--- config.mk ---
export PLATFORM = sky130hd
export DESIGN_NAME = reg_shift_pair
export DESIGN_NICKNAME = d
export VERILOG_FILES = /design/src/rtl/reg_shift_pair.sv
export SDC_FILE = /design/constraint.sdc
export NUM_CORES = 1
export LEC_CHECK = 0
export ABC_AREA = 1
export CORE_AREA = 2 2 39 41
export DETAILED_ROUTE_END_ITERATION = 16
export DIE_AREA = 0 0 41 43
export MAX_ROUTING_LAYER = met4
export PLACE_DENSITY_LB_ADDON = 0.2
export SLEW_MARGIN = 20
export SYNTH_ARGS = -nofsm -noshare
export SYNTH_HDL_FRONTEND = slang
export SYNTH_SLANG_ARGS = --single-unit
--- constraint.sdc ---
create_clock -name clk -period 0.8 [get_ports clk]
set_input_delay 0.12 -clock clk [delete_from_list [all_inputs] [get_ports clk]]
set_output_delay 0.12 -clock clk [all_outputs]
set_load 0.05 [all_outputs]
--- src/rtl/reg_shift_pair.sv ---
`default_nettype none
// ============================================================================
//  Module   : reg_shift_pair
//  Purpose  : Two storage primitives that share one clock and one reset.
//             Path A is a parallel-load register: q follows d one clock later.
//             Path B is a serial-in/parallel-out shift register. It is fed
//             from d[SHIFT_TAP]; new bits enter the LSB and move toward the MSB.
//  Ports    : clk  - system clock; all state changes on the rising edge
//             rst  - asynchronous, active-high reset; clears q and sq at once
//             d    - WIDTH-bit data input shared by both paths
//             q    - WIDTH-bit parallel register output (registered)
//             sq   - WIDTH-bit shift register contents (registered)
//  Revision : 1.0 - initial release
// ============================================================================
module reg_shift_pair #(
  parameter int WIDTH     = 8,
  parameter int SHIFT_TAP = 0
) (
  input  logic             clk,
  input  logic             rst,
  input  logic [WIDTH-1:0] d,
  output logic [WIDTH-1:0] q,
  output logic [WIDTH-1:0] sq
);

  logic [WIDTH-1:0] par_q;
  logic [WIDTH-1:0] par_d;
  logic [WIDTH-1:0] shf_q;
  logic [WIDTH-1:0] shf_d;

  // The parallel path reloads every cycle because it has no enable.
  // The shift path drops its MSB and takes the tap bit in at the LSB.
  always_comb begin
    par_d = d;
    shf_d = {shf_q[WIDTH-2:0], d[SHIFT_TAP]};
  end

  // Asynchronous clear: both paths go to zero as soon as rst rises and
  // stay there while it is high. The first edge after release is a normal
  // update.
  always_ff @(posedge clk or posedge rst) begin
    if (rst) begin
      par_q <= '0;
      shf_q <= '0;
    end else begin
      par_q <= par_d;
      shf_q <= shf_d;
    end
  end

  assign q  = par_q;
  assign sq = shf_q;

endmodule
`default_nettype wire

==> results of run 1 <==
[cell usage after synthesis]
library cell	n	share of area, %
dfrtp_1	15	97
buf_4	1	1.9
inv_1	1	0.97
[stage by stage]
stage | total power, mW | cell area (um2) | utilization [%] | setup TNS, ns
global placement | 1.238 | 825.8 | 59.67 | 0
floorplan | 0.9950 | 395.4 | - | -0.02449
global route | 1.722 | 875.8 | 63.29 | -3.232
finish | 1.648 | 875.8 | 63.29 | -2.734
CTS | 1.667 | 868.3 | 62.75 | -2.891
detailed placement | 1.243 | 825.8 | 59.67 | 0
[cell type report]
class / count / share of cell area (%)
sequential: 15 / 43.00
tap: 16 / 2.286
timing repair buffer: 30 / 51.14
clock inverter: 1 / 0.5714
inverter: 1 / 0.4286
clock buffer: 3 / 2.571
[state kept, by name, indices dropped and copies added (netlist names)]
name	cells
q	8
sq	7
[timing repair]
item,CTS,global route
endpoints found under the setup margin,16,16
gates cloned,0,0
buffers inserted,2,1
[routing by layer]
layer / vias up / routed length (um) / GRT usage [%]
li1: 117 / - / -
met1: 134 / 247 / 12.32
met2: 14 / 450 / 16.25
met3: 4 / 55 / 3.141
met4: 0 / 28 / 8.000
met5: - / 0 / -
[how the worst min path moves through the flow]
stage	endpoint
after floorplan	q[1]
after global placement	q[4]
after detailed placement	sq[4]
after CTS	sq[4]
after global routing	q[6]
final	q[2]
[cell families (layout without fill, tap and decap cells)]
group	after synthesis	after routing
flops	15	15
buf+inv	2	35
[power by group]
part	internal, mW	switching [mW]	total (mW)
registers	0.797	0.0377	0.835
logic	0.209	0.190	0.399
clock network	0.186	0.229	0.414
total	1.19	0.456	1.65
==> run metrics, run 1 <==
crit start category flip-flop; min cycle time layout just over 1 ns; Sequential cell area around 380 um2; Pre-antenna DRT Iters 2; WL final 783 um; reg2reg end sq[6]; Final nets 61; Antenna Cells 0; Synth Area in Adders 0%; Post-CTS Resized 0; FF-to-FF setup slack around 0.020 ns; CP startpoint q[0]; CTS Hold Bufs 0; first-pass GRT wire length 1179 um; Synth Area in Compound Gates 0%; post-synthesis sequential area ratio between 90 and 100%; critical path depth in cells 1; reg2reg path depth 2; Die ar. approximately 1800 um2; Max Slew Vio Count 0; CTS root buf clkbuf_4; Yosys cell types 3; Vias 269; worst reg2reg startpoint sq[5]; multi-input gates 0; Worst Setup End Kind primary output; IO buf count 25; Period Utilization, post-route 126.6%; skew final 0.0001594 ns; placed wire-length estimate 640 um; CP required 0.68 ns; Worst Hold Class in -> async; Skew-Pair Late Insertion Delay 0.28 ns; Mapped Nets 27; io pins 26; crit-path cells buf_12; initial core utilization 27.94%; placed insts between 50 and 60; area of the multi-input gates 0 um2; most frequent cells in the layout 16 x buf_12, 14 x dfrtp_1, 9 x clkdlybuf4s50_1; htree depth 1; fin worst setup slack -0.2126 ns; Leak around 0.41 nW; Post-Synth Simple-Gate Area 0%; XOR/XNOR Fraction of Synth Area 0%; Ys Warns 0; Cells after Synth 17; vias in the first global route around 270; # clock sinks 15; RSZ-0062 raised after global routing yes; die width 41 um; filler cell count around 110; initial antenna violation count 0; die height 43 um; Max IR drop VDD ~0.98 mV; Worst EP arrival about 0.9 ns; syn avg cell area 22.74 um2; Routed Antenna Nets 0; number of max-cap violations 0; gr ovfl total 0; cell area power density roughly 1900 nW/um2; CP max FO 3; drt wl/cell ~12 um; slowest stage delay, CP 0.45 ns; Fin Hold WS between 0.1 and 0.15 ns; Overall Global Routing Usage 11.11%; critical path endpoint sq[0]; commonest non-fill, non-tap cell in the layout buf_12; Worst-Margin Slew roughly 0.14 ns; failing checks setup timing; Finished Layout Cells 66; Buffers & Inverters on Critical Path 1; Worst path slowest cell dfrtp_2; pre-CTS setup slack about 0.096 ns; cell area after synthesis around 390 um2; CTS Buf Count 3; Final Hold Viols 0; layout cell share with drive strength beyond 1 a little over half; Slew headroom 90.65%; largest net degree at the start of global routing 10; status complete, but fails checks; core area approximately 1400 um2; gpl congestion 0.5751; Rows 14; CTS tree yes; DRT iter0 DRCs 4; fmax approximately 990 MHz; Vias/cell around 4.1; Setup violations, final 16; critical path class reg -> out; CTS max path bufs 2; largest family of logic cells by synthesized area buffers and inverters; crit-path leading delay family flip-flops; mux share of post-synthesis cell area 0%; synth-to-layout area growth 126.5%; flops & latches, synth 15; clock slew at reported path FFs 0.08 ns; # DRC 0
No activity file was read; power rests on OpenSTA's default activity.
==> inputs of run 2 (changes only) <==
--- a/config.mk
+++ b/config.mk
@@ -7,6 +7,7 @@
 export LEC_CHECK = 0
 export ABC_AREA = 1
 export CORE_AREA = 2 2 39 41
+export CTS_CLUSTER_DIAMETER = 50
 export DETAILED_ROUTE_END_ITERATION = 16
 export DIE_AREA = 0 0 41 43
 export MAX_ROUTING_LAYER = met4
==> results of run 2 <==
No change in the layout: final DEF, timing and power equal those of run 1.
==> inputs of run 3 (changes only) <==
--- a/config.mk
+++ b/config.mk
@@ -8,8 +8,10 @@
 export ABC_AREA = 1
 export CORE_AREA = 2 2 39 41
 export CTS_CLUSTER_DIAMETER = 50
+export CTS_CLUSTER_SIZE = 30
 export DETAILED_ROUTE_END_ITERATION = 16
 export DIE_AREA = 0 0 41 43
+export DONT_BUFFER_PORTS = 1
 export MAX_ROUTING_LAYER = met4
 export PLACE_DENSITY_LB_ADDON = 0.2
 export SLEW_MARGIN = 20
==> run 3 against run 2 <==
  * Maximum frequency rose by 0.62%
  * Critical path type unchanged
  * Combinational power down 3%
  * Hold slack improved by 0.14 ns
  * Routed wire length down 3.4%
  * Via count is 5.2% lower
  * Die area unchanged
  * First-iteration DRC count decreased by 100%
  * Non-clock buffer count is 1 lower
  * Critical path depth is the same
  * The run still ends with setup timing left
  * Total power shrank 1.1%
  * Largest cell class unchanged
  * Highest routed layer unchanged
==> run metrics, run 3 (same netlist as run 1, synthesis figures left out) <==
status complete, but fails checks; failing checks setup timing; initial core utilization 27.94% (unchanged); core area 1384 um2 (unchanged); CTS max path bufs 2 (unchanged); first-pass GRT wire length 1262 um (+7.0%); Setup violations, final 16 (unchanged); io pins 26 (unchanged); max reg flops 8 (unchanged); sw frac 27.17% (-0.50 points); number of max-cap violations 0 (unchanged); Slew headroom 87.53% (-3.1 points); multi-input gates 0 (unchanged); # DRC 0 (unchanged); total power 1.631 mW (-1.1%); crit start category flip-flop; synth-to-layout area growth 124.3%; Final Hold Viols 0 (unchanged); pre-CTS setup slack 0.09276 ns (-0.003150 ns); Buffers & Inverters on Critical Path 1 (unchanged); CTS tree yes; Pre-antenna DRT Iters 1 (-1); Worst-Margin Slew 0.1870 ns (+0.04677 ns); vias in the first global route 303 (+13%); htree depth 1 (unchanged); gpl congestion 0.5720 (-0.54%); NetSw 443.1 uW (-2.9%); Rows 14 (unchanged); commonest non-fill, non-tap cell in the layout buf_12; DRT iter0 DRCs 0 (-4); Worst path slowest cell dfrtp_2; Worst Setup End Kind primary output; fin worst setup slack -0.2063 ns (+0.006282 ns); largest net degree at the start of global routing 16 (+6); Worst Hold Class in -> async; Routed Antenna Nets 0 (unchanged); clock network fraction of design power 25.1% (about the same); RSZ-0062 raised after global routing yes; initial antenna violation count 0 (unchanged); clock slew at reported path FFs 0.08 ns (about the same); Internal 1.188 mW (-0.37%); WL final 756 um (-3.4%); Worst EP arrival 0.89 ns (about the same); min cycle time layout 1.006 ns (-0.006282 ns); Skew-Pair Late Insertion Delay 0.27 ns (about the same); Vias 255 (-5.2%); Antenna Cells 0 (unchanged); most frequent cells in the layout 16 x buf_12, 14 x dfrtp_1, 9 x dlygate4sd3_1; IO buf count 0 (-100%); CP required 0.68 ns (about the same); filler cell count 103 (-1.9%); die height 43 um (unchanged); combinational share of power 23.7% (-0.5 points); slowest stage delay, CP 0.45 ns (about the same); Max IR drop VDD 1.055 mV (+7.4%); crit-path leading delay family flip-flops; drt wl/cell 11.63 um (-2.0%); Fin Setup TNS -2.635 ns (+0.09925 ns); crit-path cells buf_12; Die ar. 1763 um2 (unchanged); Reg power frac 51.2% (+0.6 points); CP max FO 3 (unchanged); die width 41 um (unchanged); critical path class reg -> out; Post-CTS Resized 0 (unchanged); Final nets 60 (-1.6%); fmax 993.7 MHz (+0.62%); # clock sinks 15 (unchanged); skew final 0.00007550 ns (-0.00008390 ns); cell area power density 1881 nW/um2 (about the same); layout cell share with drive strength beyond 1 48.98% (-3.0 points); gr ovfl total 0 (unchanged); Max Slew Vio Count 0 (unchanged); CTS Buf Count 3 (unchanged); Overall Global Routing Usage 11.88% (+0.77 points); area of the multi-input gates 0 um2 (unchanged); CTS root buf clkbuf_4; Sequential cell area 376.6 um2 (unchanged); Period Utilization, post-route 125.8% (-0.79 points); Leak 0.4013 nW (-1.3%); Vias/cell 3.923 (-3.7%)
[run 3: cell count changes in the layout (fill, tap and decap cells not counted), sizes merged]
cell           change
clkdlybuf4s50      -9
dlygate4sd3        +9
buf                -1
clkbuf             +1
clkinv             -1
[run 3: final timing paths]
path | start | slack [ns] | end | cells after the start
setup / recovery | q[0] | -0.21 | q[0] | 1
hold / removal | rst | 0.27 | q[2] | 3
setup reg to reg | sq[2] | 0.13 | sq[3] | 1
hold reg to reg | sq[3] | 0.44 | sq[4] | 0
max in group asynchronous | rst | 0.34 | q[0] | 3
min in group clk | d[6] | 0.39 | q[6] | 1
[run 3: repair_timing]
| action | 4_1_cts | 5_1_grt |
|---|---|---|
| endpoints found under the hold margin | 23 | 0 |
| endpoints found under the setup margin | 16 | 16 |
| hold buffers | 9 | 0 |
| buffers inserted | 3 | 0 |
[run 3: layout make-up]
class / instances / area share, %
clock buffers: 4 / 3.030
well taps: 16 / 2.309
inverters: 1 / 0.4329
flip-flops and latches: 15 / 43.43
repair buffers: 29 / 50.79
[run 3: metal layers]
layer | global-route usage [%] | share of wire [%] | vias up
li1 | - | - | 115
met1 | 9.655 | 29 | 122
met2 | 19.06 | 61 | 14
met3 | 4.712 | 7.3 | 4
met4 | 10.00 | 3.0 | 0
met5 | - | 0 | -
[run 3: metrics by stage]
stage / instances / cell area (um2) / util, % / hold slack [ns]
3_5_place_dp: 49 / 728.2 / 52.62 / 0.02435
3_3_place_gp: 49 / 728.2 / 52.62 / 0.01893
5_1_grt: 65 / 867.1 / 62.66 / 0.3001
6_report: 65 / 867.1 / 62.66 / 0.2735
4_1_cts: 65 / 867.1 / 62.66 / 0.2724
2_1_floorplan: 17 / 395.4 / - / 0.02141
[run 3: power groups by stage]
stage | sequential, mW | combinational [mW] | clock [mW]
finish | 0.835 | 0.386 | 0.410
global route | 0.839 | 0.400 | 0.482
CTS | 0.836 | 0.391 | 0.435
detailed placement | 0.851 | 0.345 | 0
global placement | 0.849 | 0.344 | 0
floorplan | 0.967 | 0.0283 | 0
==> RTL edit (settings of run 1) <==
Register the output `sq` once more, without a reset; this adds one clock of latency there. The other outputs are not delayed to match. Comments in the files are not updated.
--- a/src/rtl/reg_shift_pair.sv
+++ b/src/rtl/reg_shift_pair.sv
@@ -51,3 +51,5 @@
   assign q  = par_q;
-  assign sq = shf_q;
+  always_ff @(posedge clk) begin
+    sq <= shf_q;
+  end
 
Function: changed (Yosys sat finds a counterexample within 4 cycles, from zero or initial values and one cycle with rst high).
==> RTL edit against run 1 <==
  * The run still ends with setup timing left
  * Sequential cell count rose by 8
  * Largest cell class is now flip-flops and latches
  * Critical path depth did not move
  * Total power rose by 32%
  * Clock power rose by 26%
  * Sequential power rose by 51%
  * Worst setup slack barely moved
  * First-iteration DRC count fell by 100%
  * Cell area rose by 18%
  * Area after synthesis rose by 41%
  * Routed wire length rose by 11%
==> RTL edit: results (changes against run 1) <==
Logic synthesis
  • Synth top cells by count: dfrtp_1 (15), dfxtp_1 (8), buf_4 (1), inv_1 (1)
  • Avg Inst Size Synth: 21.9 um2 (-3.8%)
  • Yosys cell types: 4 (+1)
  • Synthesized Nets: 35 (+30%)
  • YS warnings: 0 (unchanged)
  • Top post-synthesis cells by area: dfrtp_1 (69%), dfxtp_1 (29%), buf_4 (1.4%)
  • Register area share after synthesis: 97.9% (+0.85 points)
  • Post-synth ARST share: 65.2% (-35 points)

Timing
  • Slew HR: 91.1% (+0.50 points)
  • Clock skew: 0.00442 ns (+0.00426 ns)
  • Final worst setup slack: -0.213 ns (-0.0000110 ns)
  • Setup-failing EPs final: 16 (unchanged)

Place
  • Post-DP HPWL: 664 um (+3.8%)
  • RD Place Congestion: 0.576 (+0.23%)
  • Buffers on Ports: 25 (unchanged)
  • Placed instance area: 990 um2 (+20%)

Detailed routing
  • DR pass1 iterations: 1 (-1)
  • Drt via density: 4.18 (+2.6%)
  • Via count: 297 (+10%)
  • Avg WL per Cell: 12.3 um (+3.5%)
  • Initial DRC count: 0 (-4)

Clocking
  • Worst-path clk slew: 0.12 ns (+0.04 ns)
  • Clk buf depth: 2 (unchanged)
  • Worst-Skew Late Latency: 0.31 ns (+0.03 ns)
  • CTS buffer count: 3 (unchanged)
  • CTS Root Cell: clkbuf_4
  • H-tree depth: 1 (unchanged)

Critical path
  • Cell class contributing the biggest share of worst-path delay: flip-flops
  • Crit-path slowest cell: dfrtp_1
  • R2R depth: 1 (-1)
  • Worst-path maximum fanout: 2 (-1)
  • Worst path max stage delay: 0.43 ns (-0.02 ns)
  • Crit path DAT: 0.89 ns (about the same)

Layout
  • Commonest non-fill, non-tap cell in the layout: buf_12
  • Ant diodes: 0 (unchanged)
  • Layout cell share with drive strength beyond 1: 54.5% (+2.5 points)
  • Layout Nets: 66 (+8.2%)
  • Number of multi-input logic gates: 0 (unchanged)

GRT
  • Global-route wire length before repair: 1410 um (+20%)
  • Largest net degree at the start of global routing: 16 (+6)
  • GRT Overall Usage: 13.4% (+2.3 points)
  • Initial antenna violation count: 0 (unchanged)

Status
  • Failing checks: setup timing
  • Status: complete, but fails checks

Power
  • Leakage: 0.000461 uW (+14%)
  • Max IR drop VDD: 0.00134 V (+36%)

Min path
  • Hold crit path type: in -> async
-- RTL edit: changes by cell type after synthesis --
cell	before	now
dfxtp_1	0	8
-- RTL edit: metal layers --
metal | global-route usage, % | vias up | part of all wire [%]
li1 | - | 134 | -
met1 | 14.9 | 141 | 33
met2 | 18.8 | 18 | 55
met3 | 3.66 | 4 | 8.1
met4 | 12.0 | 0 | 3.6
met5 | - | - | 0
-- RTL edit: where the power goes --
part / internal, uW / switching, uW
Clock: 191 / 329
Sequential: 1220 / 43.4
Combinational: 208 / 187
-- RTL edit: worst paths after layout --
kind | startpoint | endpoint | slack [ns]
setup / recovery | shf_q[0] | q[0] | -0.21
hold / removal | rst | shf_q[6] | 0.1
setup reg to reg | shf_q[0] | shf_q[1] | 0.14
hold reg to reg | shf_q[7] | sq[7] | 0.36
max in group asynchronous | rst | q[2] | 0.59
min in group clk | d[4] | q[4] | 0.24
-- RTL edit: cells by family (layout without fill, tap and decap cells) --
family                 Yosys count  after routing  synth area share (%)
DFF                             23             23                  97.9
buffers and inverters            2             32                  2.06
-- RTL edit: final cells by class --
cell class,instances,area [um2]
Fill cell,82,347
Sequential cell,23,546
Inverter,1,3.75
Clock buffer,3,22.5
Clock inverter,1,7.51
Tap cell,16,20.0
Timing Repair Buffer,27,438
-- RTL edit: timing repair --
item | in CTS | in global routing
hold endpoints to repair | 0 | 0
buffers inserted | 1 | 0
resized for setup | 8 | 0
endpoints found under the setup margin | 16 | 16
-- RTL edit: metrics by stage --
| stage | utilization [%] | worst slack (ns) | setup TNS (ns) | total power, uW | hold slack, ns |
|---|---|---|---|---|---|
| 2_1_floorplan | - | 0.0927 | 0 | 1420 | 0.0215 |
| 3_3_place_gp | 71.5 | 0.126 | 0 | 1670 | 0.329 |
| 3_5_place_dp | 71.5 | 0.102 | 0 | 1680 | 0.340 |
| 4_1_cts | 75.0 | -0.223 | -2.71 | 2200 | 0.0928 |
| 5_1_grt | 75.0 | -0.251 | -3.07 | 2270 | 0.117 |
| 6_report | 75.0 | -0.213 | -2.51 | 2180 | 0.0996 |
-- RTL edit: tightest hold or removal path, stage by stage --
cell	delay (ns)
clkdlybuf4s50_1	0.39
inv_1	0.09
buf_12	0.15
